<file path="src/rtl/stopwatch_ctrl.sv">
// rtl/stopwatch_ctrl.sv - key debounce and start/stop/lap/clear FSM driving the stopwatch counter
module stopwatch_ctrl #(
    parameter int DB_TICKS = 2
) (
    input  logic       CLK_50A,
    input  logic       reset_n,
    input  logic       tick,
    input  logic [2:0] key_n,
    output logic       cnt_en,
    output logic       cnt_clr,
    output logic       lap_load,
    output logic       disp_lap,
    output logic [1:0] state
);

    typedef enum logic [1:0] {
        S_IDLE = 2'b00,
        S_RUN  = 2'b01,
        S_LAP  = 2'b10,
        S_STOP = 2'b11
    } state_t;

    localparam logic [3:0] DB_LIM = 4'(DB_TICKS);

    state_t     cur;
    state_t     nxt;
    logic [2:0] sync1;
    logic [2:0] sync2;
    logic [1:0] sync_ok;
    logic [2:0] db_level;
    logic [3:0] db_cnt [3];
    logic [2:0] armed;
    logic [2:0] press_d;
    logic [2:0] press;
    logic       ev_start;
    logic       ev_clear;
    logic       ev_lap;
    logic       clr_d;
    logic       lap_d;
    logic       disp_d;
    logic       en_d;

    always_ff @(posedge CLK_50A or negedge reset_n) begin
        if (!reset_n) begin
            sync1   <= 3'b111;
            sync2   <= 3'b111;
            sync_ok <= 2'b00;
        end else begin
            sync1   <= key_n;
            sync2   <= sync1;
            sync_ok <= {sync_ok[0], 1'b1};
        end
    end

    // A key only generates presses after it has been seen released since reset,
    // so a button held through reset release stays silent.
    always_comb begin
        press_d = '0;
        for (int i = 0; i < 3; i++) begin
            press_d[i] = tick && armed[i] && db_level[i] && !sync2[i]
                         && (db_cnt[i] + 4'd1 == DB_LIM);
        end
    end

    always_ff @(posedge CLK_50A or negedge reset_n) begin
        if (!reset_n) begin
            db_level <= 3'b111;
            armed    <= 3'b000;
            press    <= 3'b000;
            for (int i = 0; i < 3; i++) begin
                db_cnt[i] <= 4'd0;
            end
        end else begin
            press <= press_d;
            for (int i = 0; i < 3; i++) begin
                if (sync_ok[1] && sync2[i] && db_level[i]) begin
                    armed[i] <= 1'b1;
                end
                if (tick) begin
                    if (sync2[i] == db_level[i]) begin
                        db_cnt[i] <= 4'd0;
                    end else if (db_cnt[i] + 4'd1 == DB_LIM) begin
                        db_level[i] <= sync2[i];
                        db_cnt[i]   <= 4'd0;
                    end else begin
                        db_cnt[i] <= db_cnt[i] + 4'd1;
                    end
                end
            end
        end
    end

    assign ev_start = press[0];
    assign ev_clear = press[2] && !press[0];
    assign ev_lap   = press[1] && !press[0] && !press[2];

    always_ff @(posedge CLK_50A or negedge reset_n) begin
        if (!reset_n) begin
            cur      <= S_IDLE;
            cnt_en   <= 1'b0;
            cnt_clr  <= 1'b0;
            lap_load <= 1'b0;
            disp_lap <= 1'b0;
        end else begin
            cur      <= nxt;
            cnt_en   <= en_d;
            cnt_clr  <= clr_d;
            lap_load <= lap_d;
            disp_lap <= disp_d;
        end
    end

    always_comb begin
        nxt    = cur;
        clr_d  = 1'b0;
        lap_d  = 1'b0;
        disp_d = disp_lap;
        en_d   = tick && (cur == S_RUN || cur == S_LAP);
        case (cur)
            S_IDLE: begin
                if (ev_start) begin
                    nxt = S_RUN;
                end else if (ev_clear) begin
                    clr_d = 1'b1;
                end
            end
            S_RUN: begin
                if (ev_start) begin
                    nxt = S_STOP;
                end else if (ev_lap) begin
                    nxt    = S_LAP;
                    lap_d  = 1'b1;
                    disp_d = 1'b1;
                end
            end
            S_LAP: begin
                if (ev_start) begin
                    nxt    = S_STOP;
                    disp_d = 1'b0;
                end else if (ev_clear) begin
                    nxt    = S_RUN;
                    disp_d = 1'b0;
                end else if (ev_lap) begin
                    lap_d = 1'b1;
                end
            end
            S_STOP: begin
                if (ev_start) begin
                    nxt = S_RUN;
                end else if (ev_clear) begin
                    nxt   = S_IDLE;
                    clr_d = 1'b1;
                end
            end
            default: nxt = S_IDLE;
        endcase
    end

    assign state = cur;

endmodule

</file>
<file path="config.mk">
export PLATFORM = sky130hd
export DESIGN_NAME = stopwatch_ctrl
export DESIGN_NICKNAME = d
export VERILOG_FILES = /design/src/rtl/stopwatch_ctrl.sv
export SDC_FILE = /design/constraint.sdc
export NUM_CORES = 1
export LEC_CHECK = 0
export ABC_AREA = 0
export CAP_MARGIN = 20
export CORE_MARGIN = 2
export CORE_UTILIZATION = 39
export CTS_BUF_LIST = sky130_fd_sc_hd__clkbuf_2
export CTS_CLUSTER_DIAMETER = 30
export DETAILED_ROUTE_END_ITERATION = 8
export PLACE_DENSITY = 0.65
export SYNTH_ARGS = -nofsm -noshare
export SYNTH_HDL_FRONTEND = slang
export SYNTH_SLANG_ARGS = --single-unit
</file>
<file path="constraint.sdc">
create_clock -name CLK_50A -period 1.4 [get_ports CLK_50A]
set_input_delay 0.35 -clock CLK_50A [delete_from_list [all_inputs] [get_ports CLK_50A]]
set_output_delay 0.35 -clock CLK_50A [all_outputs]
set_load 0.005 [all_outputs]
</file>
# == After elaboration in Yosys (flattened, before gate mapping) ==
# Cells that the tools add are included.
# W data, S select, Z words.
# word_totals
out_inout_bits,6
input_bits,6
ff_bits,35
elab_cells,102
# op_classes
n_eq_ne,15
n_bitwise,3
n_mux,27
n_addsub,3
reduce_logical,36
# ops
cell,n
$mux W4,6
$logic_and A1 B1 Y1,22
$mux W2,7
$add A4 B1 Y4 const B,3
$eq A4 B2 Y1 const B,3
$mux W1,11
$ne A3 B3 Y1 const B,3
$reduce_and A3 Y1,3
$pmux W2 S4,1
$reduce_and A4 Y1,2
$ne A2 B2 Y1 const B,3
$logic_not A1 Y1,5
$eq A2 B2 Y1 const B,2
$pmux W1 S2,2
$eq A1 B1 Y1,3
$not A1 Y1,3
$eq A2 B1 Y1 const B,1
$logic_not A2 Y1,1
$reduce_bool A2 Y1,1
$reduce_or A2 Y1,1
$logic_or A1 B1 Y1,1

# == Depth between registers and ports, before layout ==
# Gate-level depths: netlist (run 1).
# depth
word_depth,7
depth_mapped,6
mapped_depth_nobuf,6

# == Worst setup path after synthesis (run 1) ==
# Ideal clock, no wire load.
# synth_path
path_kind,register to register
from,register cur[0] (netlist: state[0])
to,register cur[1] (netlist: state[1])
path_slack_ns,-0.149
setup_ns,0.130
path_buffers,0
synth_period_minus_slack_ns,1.549
arrival_time_ns,1.419
stages_incl_launch_ff,7
cell_sequence,dfrtp_1 inv_1 ha_1 o21ba_2 a211oi_2 and2b_2 o32ai_2
# synth_between
elab_chain_len,3
elab_cells_between_ends,10
cone_classes,7 x eq/ne; 1 x mux; 2 x reduce/logical
# synth_lines
item,line_no,text
from (decl),25,state_t cur;
from (signal assigned),105,cur <= nxt;
$eq A2 B1 Y1 (tied with other cells),119,case (cur)
$ne A3 B3 Y1 (no line) or $ne A2 B2 Y1 (tied branches),-,
$reduce_and A4 Y1 (no line),-,
# Several ways; a longest one is shown, not always the timed one.
# A chain may end at the register's enable or synchronous reset.

# == Final worst setup path (run 1) ==
# layout_path
from,register db_cnt[4] (netlist name)
to,register db_level[1]
# layout_between
elab_chain_len,3
# layout_lines
item,line_no,text
from (decl),31,logic [3:0] db_cnt [3];
"from (signal, indexed assignment)",86,db_cnt[i] <= db_cnt[i] + 4'd1;
$add A4 B1 Y4,82,end else if (db_cnt[i] + 4'd1 == DB_LIM) begin
$eq A4 B2 Y1,82,
$reduce_and A3 Y1 (no line),-,
"to (signal, indexed assignment)",83,db_level[i] <= sync2[i];
to (decl),30,logic [2:0] db_level;
# No other way between the ends.

==> summary.txt, run 1 <==
Status: finished with violations
Failing checks: negative setup slack
P&R area growth vs syn: 40.7%
Mean area per synthesized cell: 11.4 um^2
Global-route usage over all layers: 15.0%
Area leader, netlist: dfrtp_1
Worst min path class: input port to async pin
Worst Path Required: 1.72 ns
DRC: 0
Cell area power density: 1940 nW/um^2
Tcrit/Tclk final: 107%
Total number of vias: 1304
Sequential area share after synthesis: 51.4%
Core area: 4320 um^2
Final ANT Viol Nets: 0
Post-route design area: 2430 um^2
Worst path cell trace: ha_4 > nor3_4 > a41o_1 > and3_4 > mux2_4
Starting Density: 39.9%
Total grt overflow: 0
Initial antenna violation count: 0
Fin util: 56.2%
R2r setup slk: -0.09 ns
CP startpoint kind: flip-flop
Row count: 24
Syn Inst Count: 152
DR WL/cell: 13.5 um
Crit path buffers/inverters: 0
Number of flops mapped to enable cells by yosys: 0
Max cap viols: 0
Die Area: 4980 um^2
Die height: 70.5 um
First-pass GRT wire length: 5880 um
Syn Std Cell Area: 1730 um^2
Total CTS buffers: 5
Final Hold Slack: 0.294 ns
Dpl hpwl: 2280 um
Area contributors post-synth: dfrtp_1 (38%), dfstp_2 (14%), ha_1 (8.0%)
Largest delay contributor family on the critical path: flip-flops
Starting DRT DRC Count: 39
FMAX: 669 MHz
Unrepaired setup endpoints after global routing: true
Vias per Instance: 5.07
Clock Sinks: 35
CTS tree: done
Gpl congestion: 0.758
I/O Pins: 12
Critical-path top delay cell: dfrtp_2
Ratio of cells with drive above 1 in the final layout: 46.8%
# port buffers: 11
Top-count cell post-synth: dfrtp_1
Top Metal Used: met4
Syn nets: 169
DP Area: 2100 um^2
Fin nets: 221
Setup WS post-layout: -0.0940 ns
Largest net degree at the start of global routing: 36
# setup viols final: 8
Max clock buf depth: 2
Clock transition at the registers of the reported paths: 0.20 ns
Clk root buf: clkbuf_2
Yosys warnings: 0
Die width: 70.5 um
Ys flop type: dfrtp_1
Leakage power: 1.05 nW
Worst skew pair latency: 0.38 ns
H-tree depth: 2
Routed wl met3: 114 um
Total power draw: 4.72 mW
Data arrival, critical path: 1.81 ns
Crit path max fanout: 4
Maximum VDD drop: 0.937 mV
Ant diodes: 0
CP endpoint kind: flip-flop
Drt total wl: 3470 um
FFs w/ async S/R, synth: 100%
Min cycle time layout: 1.49 ns
Worst setup path category: flip-flop to flip-flop
Final hold viol count: 0
Yosys reg bits: 35
Setup TNS: -0.392 ns
Vias in the first global route: 1356
Post-cts hold buffer count: 0
Delay of the slowest cell on the worst path: 0.49 ns
Netlist cell types: 35
Met1 WL: 1480 um
Post-synth top cells: dfrtp_1 (26), o21ai_0 (17), inv_1 (12)
Final Skew: 0.0241 ns
DR WL met2: 1810 um
Max Slew Vio Count: 0
Drt pass-1 iters: 4
Share of the synthesized area in the top cell type: 37.7%
-- flip-flops by register name, indices dropped and copies added, names as in the netlist, 2 cells and up --
register and flops:
press 3, armed 3, state 2, sync_ok 2, db_cnt 12, sync2 3
db_level 3, sync1 3
-- path summary, 6_finish.rpt --
path                                to  cells after the start  startpoint
setup / recovery           db_level[1]                      5   db_cnt[4]
min in group CLK_50A          sync1[2]                      1    key_n[2]
hold reg to reg               sync2[2]                      0    sync1[2]
setup reg to reg           db_level[1]                      5   db_cnt[4]
max in group asynchronous  db_level[1]                      2     reset_n
hold / removal               db_cnt[7]                      2     reset_n
-- worst reg2reg max path, delay by kind of cell, from the launching register on --
kind | cells | cell delay, ns
flip-flops | 1 | 0.49
AND/OR/NAND/NOR | 2 | 0.31
multiplexers | 1 | 0.29
adder cells (fa/ha/maj) | 1 | 0.18
AO/OA/AOI/OAI | 1 | 0.15
-- area by class of cell --
type / count / area [um^2]
multi-input combinational: 102 / 936
sequential: 35 / 895
inverter: 12 / 47.5
clock inverter: 3 / 43.8
timing repair buffer: 48 / 417
tap: 52 / 65.1
fill: 369 / 1900
clock buffer: 5 / 25.0
-- cell usage in the layout (no fill, tap or decap), types with 4 or more instances in the layout --
master / Yosys / layout
a21oi_1: 4 / 4
buf_4: 0 / 29
buf_6: 0 / 7
clkbuf_2: 0 / 7
clkdlybuf4s15_1: 0 / 4
clkdlybuf4s50_1: 0 / 5
dfrtp_1: 26 / 20
dfrtp_2: 0 / 6
dfstp_2: 9 / 9
ha_4: 0 / 8
inv_1: 12 / 10
nand3_1: 9 / 9
nor3b_1: 4 / 4
o21ai_0: 17 / 9
o21ai_1: 0 / 8
-- repair_timing --
item                       CTS  global route
gates cloned                 0             0
resized for setup           24            33
buffers inserted             8             6
setup endpoints to repair   13            19
pin swaps                    5            13
-- metal layers --
layer / global-route usage, % / up-vias
li1: - / 647
met3: 3.99 / 8
met2: 26.6 / 21
met5: 0 / -
met1: 17.8 / 628
met4: 4.82 / 0
-- stage by stage --
step / cells / worst slack, ns
6_report: 257 / -0.0940
3_5_place_dp: 235 / -0.267
2_1_floorplan: 152 / -0.0321
3_3_place_gp: 235 / -0.197
5_1_grt: 257 / -0.152
4_1_cts: 251 / -0.103
-- power by group --
part | internal, mW | total [mW] | leakage [nW] | switching [mW]
Sequential | 1.33 | 1.66 | 0.410 | 0.335
Combinational | 1.40 | 2.40 | 0.600 | 1.00
Clock | 0.303 | 0.664 | 0.0429 | 0.361
-- cells by family after synthesis --
logic type | share of synthesized area [%]
AO/OA/AOI/OAI | 17.5
AND/OR/NAND/NOR | 14.1
flip-flops | 51.4
buffers and inverters | 3.26
adder cells (fa/ha/maj) | 7.97
XOR/XNOR | 3.04
multiplexers | 2.61
other | 0.217
(Power assumes the default switching activity.)
==> inputs of run 2 (changes only) <==
--- a/config.mk
+++ b/config.mk
@@ -12,6 +12,7 @@
 export CTS_BUF_LIST = sky130_fd_sc_hd__clkbuf_2
 export CTS_CLUSTER_DIAMETER = 30
 export DETAILED_ROUTE_END_ITERATION = 8
+export GPL_TIMING_DRIVEN = 0
 export PLACE_DENSITY = 0.65
 export SYNTH_ARGS = -nofsm -noshare
 export SYNTH_HDL_FRONTEND = slang
==> run 2 against run 1 <==
The run still ends with negative setup slack left. Combinational power decreased by 2%. Highest routed layer unchanged. Worst setup slack lost 0.094 ns. Fmax down 5.9%. First-iteration DRC count increased by 7.7%. Count of clock-buffer cells in the layout did not move. Flip-flop and latch count unchanged.
==> summary.txt, run 2 (synthesis gave the netlist of run 1 again) <==
Sequential power share: 37.2%
Fin util: 54.4%
Tcrit/Tclk final: 113%
Dpl hpwl: 2180 um
DP Worst Slack: -0.217 ns
Switching part of the total power: 37.5%
First-pass GRT wire length: 5860 um
R2R depth: 7
Total grt overflow: 0
DRC: 0
Leakage power: 1.00 nW
Final Hold Slack: 0.0173 ns
Failing checks: negative setup slack
Post-route design area: 2350 um^2
Initial antenna violation count: 0
P_int: 2.83 mW
Unrepaired setup endpoints after global routing: true
Worst skew pair latency: 0.37 ns
Vias in the first global route: 1358
Relative slew margins: 48.8%
Max Slew Vio Count: 0
Setup WS post-layout: -0.188 ns
RR Startpoint: state[1]
FMAX: 630 MHz
Clock Sinks: 35
Critical-path top delay cell: dfrtp_2
Least-Margin Pin Slew: 0.768 ns
Max clock buf depth: 2
Post-cts hold buffer count: 0
Delay of the slowest cell on the worst path: 0.46 ns
Die Area: 4980 um^2
Final ANT Viol Nets: 0
Total power draw: 4.53 mW
Vias per Instance: 5.30
Max cap viols: 0
Ant diodes: 0
Reg2reg end: state[0]
Starting Density: 39.9%
Max reg flops: 12
Gpl congestion: 0.789
Drt pass-1 iters: 5
I/O Pins: 12
Fin nets: 218
Most frequent cells in the layout: buf_4 (27), dfrtp_1 (16), dfrtp_2 (10)
Worst setup path category: flip-flop to flip-flop
Finished Layout Cells: 254
Die height: 70.5 um
CP startpoint kind: flip-flop
Worst min path class: input port to async pin
H-tree depth: 2
Clk root buf: clkbuf_2
Total CTS buffers: 5
Placed cell count: 214
Worst Path Required: 1.69 ns
Ratio of cells with drive above 1 in the final layout: 48.0%
Crit path max fanout: 3
Data arrival, critical path: 1.88 ns
Global-route usage over all layers: 14.8%
Maximum VDD drop: 1.02 mV
Commonest non-fill, non-tap cell in the layout: buf_4
# port buffers: 10
R2r setup slk: -0.19 ns
Starting DRT DRC Count: 42
Worst path cell trace: buf_6 > ha_4 > o21ba_4 > a211oi_4 > buf_4 > a21oi_2 > a21boi_2
Row count: 24
Gate power share: 52.0%
Setup TNS: -0.580 ns
Min cycle time layout: 1.59 ns
CTS tree: done
# setup viols final: 8
Cell area power density: 1930 nW/um^2
Largest net degree at the start of global routing: 36
DR WL/cell: 13.8 um
Final Skew: 0.0114 ns
Switching pwr: 1.70 mW
Final hold viol count: 0
Status: finished with violations
P&R area growth vs syn: 36.2%
CP endpoint kind: flip-flop
Clock transition at the registers of the reported paths: 0.20 ns
Core area: 4320 um^2
Die width: 70.5 um
Power share of the clock group: 10.9%
Reg with most FFs: db_cnt
Total number of vias: 1347
Drt total wl: 3500 um
DP Area: 1910 um^2
==> run 2: layout make-up <==
| type | count | area, um^2 |
|---|---|---|
| multi-input combinational | 102 | 911 |
| clock buffer | 5 | 25.0 |
| tap | 52 | 65.1 |
| buffer | 3 | 11.3 |
| clock inverter | 3 | 25.0 |
| fill | 373 | 1970 |
| sequential | 35 | 900 |
| timing repair buffer | 42 | 357 |
| inverter | 12 | 57.6 |
==> run 2: worst max path at each step <==
stage | start | end | slack (ns) | cells past startpoint
after global routing | state[0] | state[0] | -0.25 | 8
final | state[1] | state[0] | -0.19 | 7
after floorplan | state[0] | state[1] | -0.03 | 6
after global placement | reset_n | sync_ok[0] | -0.79 | 1
after CTS | state[1] | state[0] | -0.19 | 7
after detailed placement | tick | db_cnt[2] | -0.22 | 5
==> run 2: worst max-delay path: cells and delay by family, from the launching register on <==
kind            cells  cell delay, ns
compound gates      4            0.61
flops               1            0.46
buf+inv             2            0.29
fa+ha+maj           1            0.15
==> run 2: layer usage <==
metal	vias to the layer above	global-route usage [%]	wire length, um
met5	-	0	0
met4	0	4.61	54
met3	10	4.42	120
met2	29	26.4	1850
met1	668	17.1	1480
li1	640	-	-
==> run 2: what timing repair did <==
action	CTS	global route
resized for setup	35	29
pin swaps	11	14
setup endpoints to repair	14	19
buffers inserted	22	11
==> run 2: power by group through the flow <==
stage	logic [mW]	registers [mW]	clock network [mW]
6_report	2.35	1.68	0.492
5_1_grt	2.58	1.75	0.566
4_1_cts	1.95	1.66	0.516
3_5_place_dp	1.36	1.69	0
3_3_place_gp	1.29	1.66	0
2_1_floorplan	1.04	1.61	0
